<file path="src/rtl/rtc_calendar_core.sv">
// -----------------------------------------------------------------------------
// rtc_calendar_core
//   Time-of-day and calendar counter for the watch datapath. A prescaler
//   derives a 1 Hz tick from the system clock, and each tick advances
//   sec/min/hour/day/month/year with month-length and leap-year handling.
//   The block also provides a legality-checked time/date load, a 12/24 h
//   display hour and an hh:mm alarm strobe.
//
// Parameters
//   CLK_HZ     system clock frequency; the prescaler wraps at CLK_HZ-1
//   YEAR_W     width of the year offset from 2000 (legal 0..99)
//
// Ports
//   clk, rst                  clock and synchronous active-high reset
//   run                       1 = prescaler counts, 0 = time frozen
//   mode_12h                  selects the 12 h format on hour_disp
//   set_valid, set_*          one-cycle load strobe and the fields to load
//   alarm_en, alarm_hour/min  alarm enable and compare value
//   second..year              registered binary time/date
//   hour_disp, pm             combinational display hour and pm flag
//   sec_pulse                 one-cycle strobe per time advance
//   set_err                   one-cycle strobe when a load is rejected
//   alarm_hit                 one-cycle strobe on an alarm match
// -----------------------------------------------------------------------------
module rtc_calendar_core #(
    parameter int CLK_HZ = 50_000_000,
    parameter int YEAR_W = 7
) (
    input  logic              clk,
    input  logic              rst,
    input  logic              run,
    input  logic              mode_12h,
    input  logic              set_valid,
    input  logic [5:0]        set_sec,
    input  logic [5:0]        set_min,
    input  logic [4:0]        set_hour,
    input  logic [4:0]        set_day,
    input  logic [3:0]        set_month,
    input  logic [YEAR_W-1:0] set_year,
    input  logic              alarm_en,
    input  logic [4:0]        alarm_hour,
    input  logic [5:0]        alarm_min,
    output logic [5:0]        second,
    output logic [5:0]        minute,
    output logic [4:0]        hour,
    output logic [4:0]        hour_disp,
    output logic              pm,
    output logic [4:0]        day,
    output logic [3:0]        month,
    output logic [YEAR_W-1:0] year,
    output logic              sec_pulse,
    output logic              set_err,
    output logic              alarm_hit
);

    localparam int                PRE_W    = (CLK_HZ > 1) ? $clog2(CLK_HZ) : 1;
    localparam logic [PRE_W-1:0]  PRE_TC   = PRE_W'(CLK_HZ - 1);
    localparam logic [YEAR_W-1:0] YEAR_MAX = YEAR_W'(99);

    // Leap rule year%4==0 holds for every year 2000..2099.
    function automatic logic [4:0] days_in_month(input logic [3:0]        m,
                                                 input logic [YEAR_W-1:0] y);
        logic [4:0] d;
        case (m)
            4'd4, 4'd6, 4'd9, 4'd11: d = 5'd30;
            4'd2:    d = ((y & YEAR_W'(3)) == '0) ? 5'd29 : 5'd28;
            default: d = 5'd31;
        endcase
        return d;
    endfunction

    logic [PRE_W-1:0]  prescaler;
    logic              tick;
    logic              load_legal;
    logic              load_ok;
    logic              load_bad;

    logic [5:0]        sec_nxt;
    logic [5:0]        min_nxt;
    logic [4:0]        hour_nxt;
    logic [4:0]        day_nxt;
    logic [3:0]        month_nxt;
    logic [YEAR_W-1:0] year_nxt;
    logic              alarm_match;

    assign tick = run && (prescaler == PRE_TC);

    always_comb begin
        load_legal = (set_sec   <= 6'd59) &&
                     (set_min   <= 6'd59) &&
                     (set_hour  <= 5'd23) &&
                     (set_month >= 4'd1) && (set_month <= 4'd12) &&
                     (set_year  <= YEAR_MAX) &&
                     (set_day   >= 5'd1) &&
                     (set_day   <= days_in_month(set_month, set_year));
    end

    assign load_ok  = set_valid && load_legal;
    assign load_bad = set_valid && !load_legal;

    // One-second advance of the whole cascade, evaluated every cycle and
    // committed only on a tick that is not overridden by a load.
    always_comb begin
        sec_nxt   = second;
        min_nxt   = minute;
        hour_nxt  = hour;
        day_nxt   = day;
        month_nxt = month;
        year_nxt  = year;

        if (second == 6'd59) begin
            sec_nxt = 6'd0;
            if (minute == 6'd59) begin
                min_nxt = 6'd0;
                if (hour == 5'd23) begin
                    hour_nxt = 5'd0;
                    if (day >= days_in_month(month, year)) begin
                        day_nxt = 5'd1;
                        if (month >= 4'd12) begin
                            month_nxt = 4'd1;
                            year_nxt  = (year >= YEAR_MAX) ? '0 : year + YEAR_W'(1);
                        end else begin
                            month_nxt = month + 4'd1;
                        end
                    end else begin
                        day_nxt = day + 5'd1;
                    end
                end else begin
                    hour_nxt = hour + 5'd1;
                end
            end else begin
                min_nxt = minute + 6'd1;
            end
        end else begin
            sec_nxt = second + 6'd1;
        end
    end

    assign alarm_match = alarm_en &&
                         (hour_nxt == alarm_hour) &&
                         (min_nxt  == alarm_min)  &&
                         (sec_nxt  == 6'd0);

    always_ff @(posedge clk) begin
        if (rst) begin
            prescaler <= '0;
            second    <= 6'd0;
            minute    <= 6'd0;
            hour      <= 5'd0;
            day       <= 5'd1;
            month     <= 4'd1;
            year      <= '0;
            sec_pulse <= 1'b0;
            set_err   <= 1'b0;
            alarm_hit <= 1'b0;
        end else begin
            sec_pulse <= 1'b0;
            alarm_hit <= 1'b0;
            set_err   <= load_bad;

            if (load_ok) begin
                // A legal load wins over a coincident tick; that tick is lost.
                prescaler <= '0;
                second    <= set_sec;
                minute    <= set_min;
                hour      <= set_hour;
                day       <= set_day;
                month     <= set_month;
                year      <= set_year;
            end else begin
                if (run) begin
                    prescaler <= tick ? '0 : prescaler + PRE_W'(1);
                end
                if (tick) begin
                    second    <= sec_nxt;
                    minute    <= min_nxt;
                    hour      <= hour_nxt;
                    day       <= day_nxt;
                    month     <= month_nxt;
                    year      <= year_nxt;
                    sec_pulse <= 1'b1;
                    alarm_hit <= alarm_match;
                end
            end
        end
    end

    always_comb begin
        hour_disp = hour;
        if (mode_12h) begin
            if (hour == 5'd0) begin
                hour_disp = 5'd12;
            end else if (hour > 5'd12) begin
                hour_disp = hour - 5'd12;
            end
        end
    end

    assign pm = (hour >= 5'd12);

endmodule

</file>
<file path="config.mk">
export PLATFORM = sky130hd
export DESIGN_NAME = rtc_calendar_core
export DESIGN_NICKNAME = d
export VERILOG_FILES = /design/src/rtl/rtc_calendar_core.sv
export SDC_FILE = /design/constraint.sdc
export NUM_CORES = 1
export LEC_CHECK = 0
export ABC_AREA = 0
export ABC_CLOCK_PERIOD_IN_PS = 5950
export CORE_MARGIN = 4
export CORE_UTILIZATION = 56
export DETAILED_ROUTE_END_ITERATION = 12
export PLACE_DENSITY = 0.87
export SLEW_MARGIN = 20
export SYNTH_ARGS = -nofsm -noshare
export SYNTH_HDL_FRONTEND = slang
export SYNTH_SLANG_ARGS = --single-unit
</file>
<file path="constraint.sdc">
create_clock -name clk -period 5.95 [get_ports clk]
set_clock_uncertainty 0.15 [all_clocks]
set_input_delay 1.785 -clock clk [delete_from_list [all_inputs] [get_ports clk]]
set_output_delay 1.785 -clock clk [all_outputs]
set_load 0.05 [all_outputs]
</file>
# [Word-level counts from Yosys, hierarchy flattened]
# Cells that the tools add are included.
[word_totals] ff_bits=62 inputBits=50 out_inout_bits=42 elab_cells=124
[op_classes] add_sub_neg=8 magnitude_cmp=13 n_eq_ne=16 muxes=45 bitwise_logic=1 reduce_logical=31
[op_table] operator="$mux 5" n=17
[op_table] operator="$mux 7" n=8
[op_table] operator="$mux 6" n=7
[op_table] operator="$mux 4" n=7
[op_table] operator="$add 26x1->26 const B" n=1
[op_table] operator="$eq 26x26->1 const B" n=1
[op_table] operator="$mux 26" n=1
[op_table] operator="$eq 4x3->1 const B" n=4
[op_table] operator="$eq 4x4->1 const B" n=4
[op_table] operator="$logic_not 7->1" n=2
[op_table] operator="$logic_and 1x1->1" n=13
[op_table] operator="$add 6x1->6 const B" n=2
[op_table] operator="$eq 6x6->1 const B" n=2
[op_table] operator="$le 6x6->1 const B" n=2
[op_table] operator="$reduce_bool 2->1" n=6
[op_table] operator="$add 5x1->5 const B" n=2
[op_table] operator="$eq 4x2->1 const B" n=2
[op_table] operator="$pmux 2 s2" n=2
[op_table] operator="$reduce_or 4->1" n=2
[op_table] operator="$add 7x1->7 const B" n=1
[op_table] operator="$ge 7x7->1 const B" n=1
[op_table] operator="$le 7x7->1 const B" n=1
[op_table] operator="$eq 6x6->1" n=1
[op_table] operator="$logic_not 6->1" n=1
[op_table] operator="other kinds (22)" n=24

# [Longest topological paths before layout]
# Gate-level depths: netlist (run 1).
[depth] word_depth=13 mapped_depth=13 mapped_depth_nobuf=12

# [Least setup slack after synthesis (run 1)]
# OpenSTA, ideal clock, no wires.
[synth_path] kind="input-to-output" from="input port mode_12h" to="output port hour_disp[3]" arrival_time_ns=3.052 t_required_ns=4.015 setup_slack_ns=0.963 path_stages=3 path_buffers=0 cell_sequence="o21ai_0 > nor2_1 > o21ai_0"
[synth_via] elab_chain_cells=1
[synth_lines] element="start: declaration" line="32" rtl="input logic mode_12h,"
[synth_lines] element="$mux 5" line="190" rtl="if (mode_12h) begin"
[synth_lines] element="end: declaration" line="46" rtl="output logic [4:0] hour_disp,"
# Every way passes these cells.

# [Final worst setup path (run 1)]
[layout_path] from="input port mode_12h" to="output port hour_disp[2]"
# Same word-level chain as after synthesis.

==> results of run 1 <==
-- cells in the final DEF, fill, tap and decap left out, types with 5 or more instances in the layout --
| cell | n |
|---|---|
| and4_1 | 6 |
| and2_1 | 12 |
| clkbuf_8 | 9 |
| or4_1 | 7 |
| o31ai_1 | 5 |
| and3_1 | 12 |
| ha_1 | 20 |
| dfxtp_1 | 62 |
| nand3_1 | 24 |
| a211oi_1 | 9 |
| a311oi_1 | 22 |
| clkdlybuf4s50_1 | 90 |
| inv_1 | 17 |
| nand4_1 | 13 |
| or3_1 | 7 |
| mux2i_1 | 9 |
| a21oi_1 | 20 |
| xnor2_1 | 15 |
| nand2b_1 | 10 |
| nor4_1 | 12 |
| nor2_1 | 83 |
| nand2_1 | 42 |
| nor3_1 | 14 |
| o21ai_0 | 21 |
| nand4b_1 | 5 |
| xor2_1 | 17 |
| nor2b_1 | 5 |
-- sequential cells by signal (all words and copies together) (netlist names) --
name       cells
alarm_hit      1
day            5
hour           5
minute         6
month          4
prescaler     26
sec_pulse      1
second         6
set_err        1
year           7
-- final cells by class --
class / instances / area [µm²]
sequential: 62 / 1240
clock buffer: 10 / 128
timing repair buffer: 94 / 931
clock inverter: 6 / 62.6
multi-input combinational: 446 / 2880
fill: 559 / 1900
inverter: 17 / 63.8
tap: 99 / 124
-- critical path: cells and delay by family --
kind	cells	cell delay [ns]
and+or+nand+nor	1	0.07
buffers and inverters	2	1.33
AOI/OAI and AO/OA	1	0.16
xor gates and xnor gates	1	0.17
-- cell families after synthesis --
family                   Yosys count  share of synthesized area, %
AO/OA/AOI/OAI                    107                          17.8
XOR/XNOR                          32                          6.56
adder cells (fa/ha/maj)           20                          5.85
buffers and inverters             40                          3.60
flip-flops                        62                          29.0
multiplexers                      10                          2.37
AND/OR/NAND/NOR                  277                          34.8
-- stage by stage --
step           cells  power (mW)
6_report         734        1.15
5_1_grt          734        1.20
4_1_cts          734        1.15
3_5_place_dp     718       0.788
3_3_place_gp     718       0.782
2_1_floorplan    548       0.667
-- power groups by stage --
stage	clock network, mW	logic, mW	registers, mW
global route	0.391	0.328	0.480
global placement	0	0.299	0.482
floorplan	0	0.129	0.538
CTS	0.373	0.307	0.474
detailed placement	0	0.305	0.483
finish	0.370	0.308	0.476
-- final timing paths --
path                               endpoint  slack [ns]                      start
setup / recovery               hour_disp[2]        0.49                   mode_12h
hold / removal    prescaler[6]$_SDFFE_PP0P_        0.38  prescaler[6]$_SDFFE_PP0P_
setup reg to reg       year[4]$_SDFFE_PP0P_        2.09      month[0]$_SDFFE_PP1P_
hold reg to reg   prescaler[6]$_SDFFE_PP0P_        0.38  prescaler[6]$_SDFFE_PP0P_
-- per-layer routing --
layer | track usage, % | vias up
met5 | 0 | -
met3 | 6.71 | 16
met4 | 7.23 | 0
met2 | 46.9 | 209
li1 | - | 2205
met1 | 37.0 | 2166
==> out/results.ini, run 1 <==
[synthesis]
avgSynthCellArea_um2=7.80
syn-num-nets=618
ys_types=59
yosysWarnings=0
synth_edf_count=0
netlist_top_cells_count=nor2_1, dfxtp_1, nand2_1
synth_top_area_share_pct=29.0
synth_top_area_cell=dfxtp_1
ys_ff_latch=62
async_flop_share_pct=0
netlist_instances=548
synth_ff_type=dfxtp_1
ys_seq_area_share_pct=29.0
syn-cell-area_um2=4280
yosysMostFrequentCell=nor2_1
netlist_top_cells_area=dfxtp_1, nor2_1, ha_1, a311oi_1, nand2_1

[placement]
dp_hpwl_mm=9.44
gp_congestion=0.954
dpl_cell_area_um2=5240
io_buffers=91
pre_cts_ws_ns=0.481

[critical_path]
max_stage_delay_ns=0.80
crit_path_max_fanout=4
worstPathArrival_ns=3.52
rr_worst_depth=12
endpoint_kind=primary output
worstSetupStartpointType=primary input
cp_slowest_cell=clkdlybuf4s50_1
critPathMostFrequentCell=clkdlybuf4s50_1
crit_path_cell_trace=clkdlybuf4s50_1 > o21ai_0 > xnor2_1 > nand2_1 > clkdlybuf4s50_1
critPathRequiredTime_ns=4.01
path_class=primary input to primary output

[hold_path]
holdPathStages=2
hold_path_class=register to register

[drt]
drt-total-wl_mm=12.8
drc=0
highest_layer=met4
vias_per_cell=6.26
wl_met3_mm=1.08
wire_per_inst_um=17.4
drtIter0Drc=399
wl_met2_mm=6.20
drt_pass1_iterations=5
vias=4596
ant_nets=0
drt-met1-wl_mm=5.34

[clocking]
clockRootBuffer=clkbuf_8
cts_resized=0
cts-buffers-inserted=9
cts_max_level=3
cts-hold-fix-buffers=0
clk_pin_slew_ns=0.07
clockBufferDepth=2
insertion_delay_ns=0.35
clock_sinks=62
tritoncts=done
post_cts_buffers=0

[layout]
fin_util_pct=74.1
num-nets-final=700
diodes=0
drive_gt1_share_pct=5.51
postLayoutCellArea_um2=5430
syn_to_final_growth_pct=27.0

[global_route]
grt_max_degree=43
grt-ovfl-total=0
grt_use_total_pct=28.3
grt_pass1_wl_mm=20.5
antenna_found_initial=0
grt_pass1_vias=4348

[outcome]
status=finished, final reports clean

[power]
p_per_area_nw_per_um2=213
p_int_mw=0.753
irDropWorstVdd_mv=0.157
switching_share_pct=34.7
p_leak_nw=1.88
power_switching_mw=0.401
sequentialPowerShare_pct=41.2
power.share.combinational_pct=26.7
p_clk_share_pct=32.1

[sta]
rsz0062_at_grt=false
finalSetupTns_ns=0
fin_ws_ns=0.490
finalWorstPathRequiredPeriod_ns=5.46
worstMarginPinSlew_ns=0.799
fmax_ghz=0.183
fin_crit_sh_pct=91.8
relSlewSlack_pct=46.6
holdWs_ns=0.384
finalHoldViolations=0
setup_viol=0
slew_violations=0

[floorplanning]
start_util_pct=58.3
num_rows=31
dieArea_um2=9100
die-width_um=95.4
die_h_um=95.4
io-pin-count=92
core-area_um2=7330

[run]
maxCapViolCount=0

No activity file was read; power rests on OpenSTA's default activity.
==> inputs of run 2 (changes only) <==
--- a/config.mk
+++ b/config.mk
@@ -10,6 +10,7 @@
 export CORE_MARGIN = 4
 export CORE_UTILIZATION = 56
 export DETAILED_ROUTE_END_ITERATION = 12
+export GPL_TIMING_DRIVEN = 0
 export PLACE_DENSITY = 0.87
 export SLEW_MARGIN = 20
 export SYNTH_ARGS = -nofsm -noshare
==> run 2 against run 1 <==
  * Register-to-register slack worse by 0.04 ns
  * Worst hold slack worse by 0.0079 ns
  * Maximum frequency is 3.0% lower
  * Power rose by 1.8%
  * Die area stayed put
  * Core utilization rose by 1.1 points
  * Setup slack lost 0.17 ns
  * Clock-buffer cell count down 1
  * Critical path type unchanged
  * Critical endpoint is now hour_disp[4]
==> out/results.ini, run 2 (synthesized netlist as in run 1, its figures left out) <==
[global_route]
grt-ovfl-total=0  ; unchanged
grt_pass1_wl_mm=21.1  ; was 20.5 mm
grt_max_degree=13  ; was 43
grt_use_total_pct=29.5  ; was 28.3%
grt_pass1_vias=4440  ; was 4348
antenna_found_initial=0  ; unchanged

[layout]
diodes=0  ; unchanged
postLayoutCellArea_um2=5510  ; was 5430 µm²
final_common_cell=clkdlybuf4s50_1  ; unchanged
drive_gt1_share_pct=5.34  ; was 5.51%
stdcell_count=754  ; was 734
syn_to_final_growth_pct=29.0  ; was 27.0%
regMostFlops=prescaler  ; unchanged
num-nets-final=720  ; was 700
final_cell_mix=clkdlybuf4s50_1, nor2_1, dfxtp_1  ; unchanged
reg_top3=prescaler (26), year (7)  ; unchanged
largest_register_ffs=26  ; unchanged

[critical_path]
critPathMostFrequentCell=clkdlybuf4s50_1  ; unchanged
r2r_start=month[0]$_SDFFE_PP1P_  ; unchanged
startpoint=mode_12h  ; unchanged
max_stage_delay_ns=0.79  ; was 0.80 ns
endpoint_kind=primary output  ; unchanged
worstPathArrival_ns=3.70  ; was 3.52 ns
rrSetupSlack_ns=2.05  ; was 2.09 ns
crit_path_max_fanout=4  ; unchanged
cp_slowest_cell=clkdlybuf4s50_1  ; unchanged
worstSetupStartpointType=primary input  ; unchanged
path_class=primary input to primary output  ; unchanged
crit_path_cell_trace=clkdlybuf4s50_1 > nand2b_1 > a2111oi_0 > a21o_1 > clkdlybuf4s50_1  ; was clkdlybuf4s50_1 > o21ai_0 > xnor2_1 > nand2_1 > clkdlybuf4s50_1
critPathRequiredTime_ns=4.01  ; about the same

[drt]
wl_met2_mm=6.40  ; was 6.20 mm
vias=4792  ; was 4596
drt-met1-wl_mm=5.45  ; was 5.34 mm
highest_layer=met4  ; unchanged
wl_met3_mm=1.44  ; was 1.08 mm
ant_nets=0  ; unchanged
drt-total-wl_mm=13.6  ; was 12.8 mm
wire_per_inst_um=18.1  ; was 17.4 µm
drtIter0Drc=540  ; was 399
drc=0  ; unchanged
drt_pass1_iterations=6  ; was 5
vias_per_cell=6.36  ; was 6.26

[floorplanning]
core-area_um2=7330  ; unchanged
start_util_pct=58.3  ; unchanged
io-pin-count=92  ; unchanged
dieArea_um2=9100  ; unchanged
die-width_um=95.4  ; unchanged
num_rows=31  ; unchanged
die_h_um=95.4  ; unchanged

[sta]
slew_violations=0  ; unchanged
fin_ws_ns=0.319  ; was 0.490 ns
worstMarginPinSlew_ns=0.850  ; was 0.799 ns
relSlewSlack_pct=42.8  ; was 46.6%
rsz0062_at_grt=false  ; unchanged
finalWorstPathRequiredPeriod_ns=5.63  ; was 5.46 ns
fin_crit_sh_pct=94.6  ; was 91.8%
finalSetupTns_ns=0  ; unchanged
finalHoldViolations=0  ; unchanged
setup_viol=0  ; unchanged
fmax_ghz=0.178  ; was 0.183 GHz

[clocking]
clk_pin_slew_ns=0.08  ; was 0.07 ns
clockBufferDepth=2  ; unchanged
cts_resized=0  ; unchanged
insertion_delay_ns=0.35  ; about the same
post_cts_buffers=0  ; unchanged
clockRootBuffer=clkbuf_8  ; unchanged
cts-buffers-inserted=9  ; unchanged
cts_max_level=3  ; unchanged
tritoncts=done  ; unchanged
clock_sinks=62  ; unchanged
cts-hold-fix-buffers=0  ; unchanged

[placement]
dp_hpwl_mm=10.1  ; was 9.44 mm
dpl_cell_area_um2=5320  ; was 5240 µm²
gp_congestion=0.912  ; was 0.954
dp_cells=738  ; was 718
io_buffers=91  ; unchanged
pre_cts_ws_ns=0.334  ; was 0.481 ns

[outcome]
status=finished, final reports clean  ; unchanged

[hold_path]
min-delay-start=prescaler[6]$_SDFFE_PP0P_  ; unchanged
hold_path_class=register to register  ; unchanged

[power]
irDropWorstVdd_mv=0.153  ; was 0.157 mV
p_leak_nw=1.91  ; was 1.88 nW
power.total_mw=1.17  ; was 1.15 mW
p_per_area_nw_per_um2=213  ; about the same

[run]
maxCapViolCount=0  ; unchanged

[run 2: final timing paths]
path | endpoint | cells past startpoint
setup / recovery | hour_disp[4] | 5
hold / removal | prescaler[6]$_SDFFE_PP0P_ | 2
setup reg to reg | year[4]$_SDFFE_PP0P_ | 12
hold reg to reg | prescaler[6]$_SDFFE_PP0P_ | 2
[run 2: through the flow]
| stage | hold slack (ns) | utilization [%] |
|---|---|---|
| 2_1_floorplan | 0.322 | - |
| 3_3_place_gp | 0.338 | 72.4 |
| 3_5_place_dp | 0.365 | 72.5 |
| 4_1_cts | 0.384 | 75.2 |
| 5_1_grt | 0.422 | 75.2 |
| 6_report | 0.376 | 75.2 |
[run 2: worst max-delay path: cells and delay by family]
family                 cells  cell delay, ns
and+or+nand+nor            1            0.11
buffers and inverters      2            1.32
AOI/OAI and AO/OA          2            0.48
[run 2: layout make-up]
| cell class | instances | area (µm²) |
|---|---|---|
| plain buffers | 23 | 90.1 |
| clock buffers | 9 | 124 |
| clock inverters | 7 | 73.8 |
| fillers | 554 | 1820 |
| inverters | 17 | 63.8 |
| multi-input cells | 446 | 2890 |
| flip-flops and latches | 62 | 1240 |
| well taps | 99 | 124 |
| repair buffers | 91 | 911 |
[run 2: routing by layer]
metal | vias to the layer above | GRT usage [%]
li1 | 2246 | -
met1 | 2233 | 37.8
met2 | 274 | 49.7
met3 | 39 | 5.13
met4 | 0 | 10.8
met5 | - | 0
[run 2: where the power goes]
part / internal [mW] / leakage (nW) / switching [mW]
Sequential: 0.436 / 0.505 / 0.0369
Clock: 0.195 / 0.0996 / 0.183
Combinational: 0.127 / 1.30 / 0.197
Total: 0.757 / 1.91 / 0.417
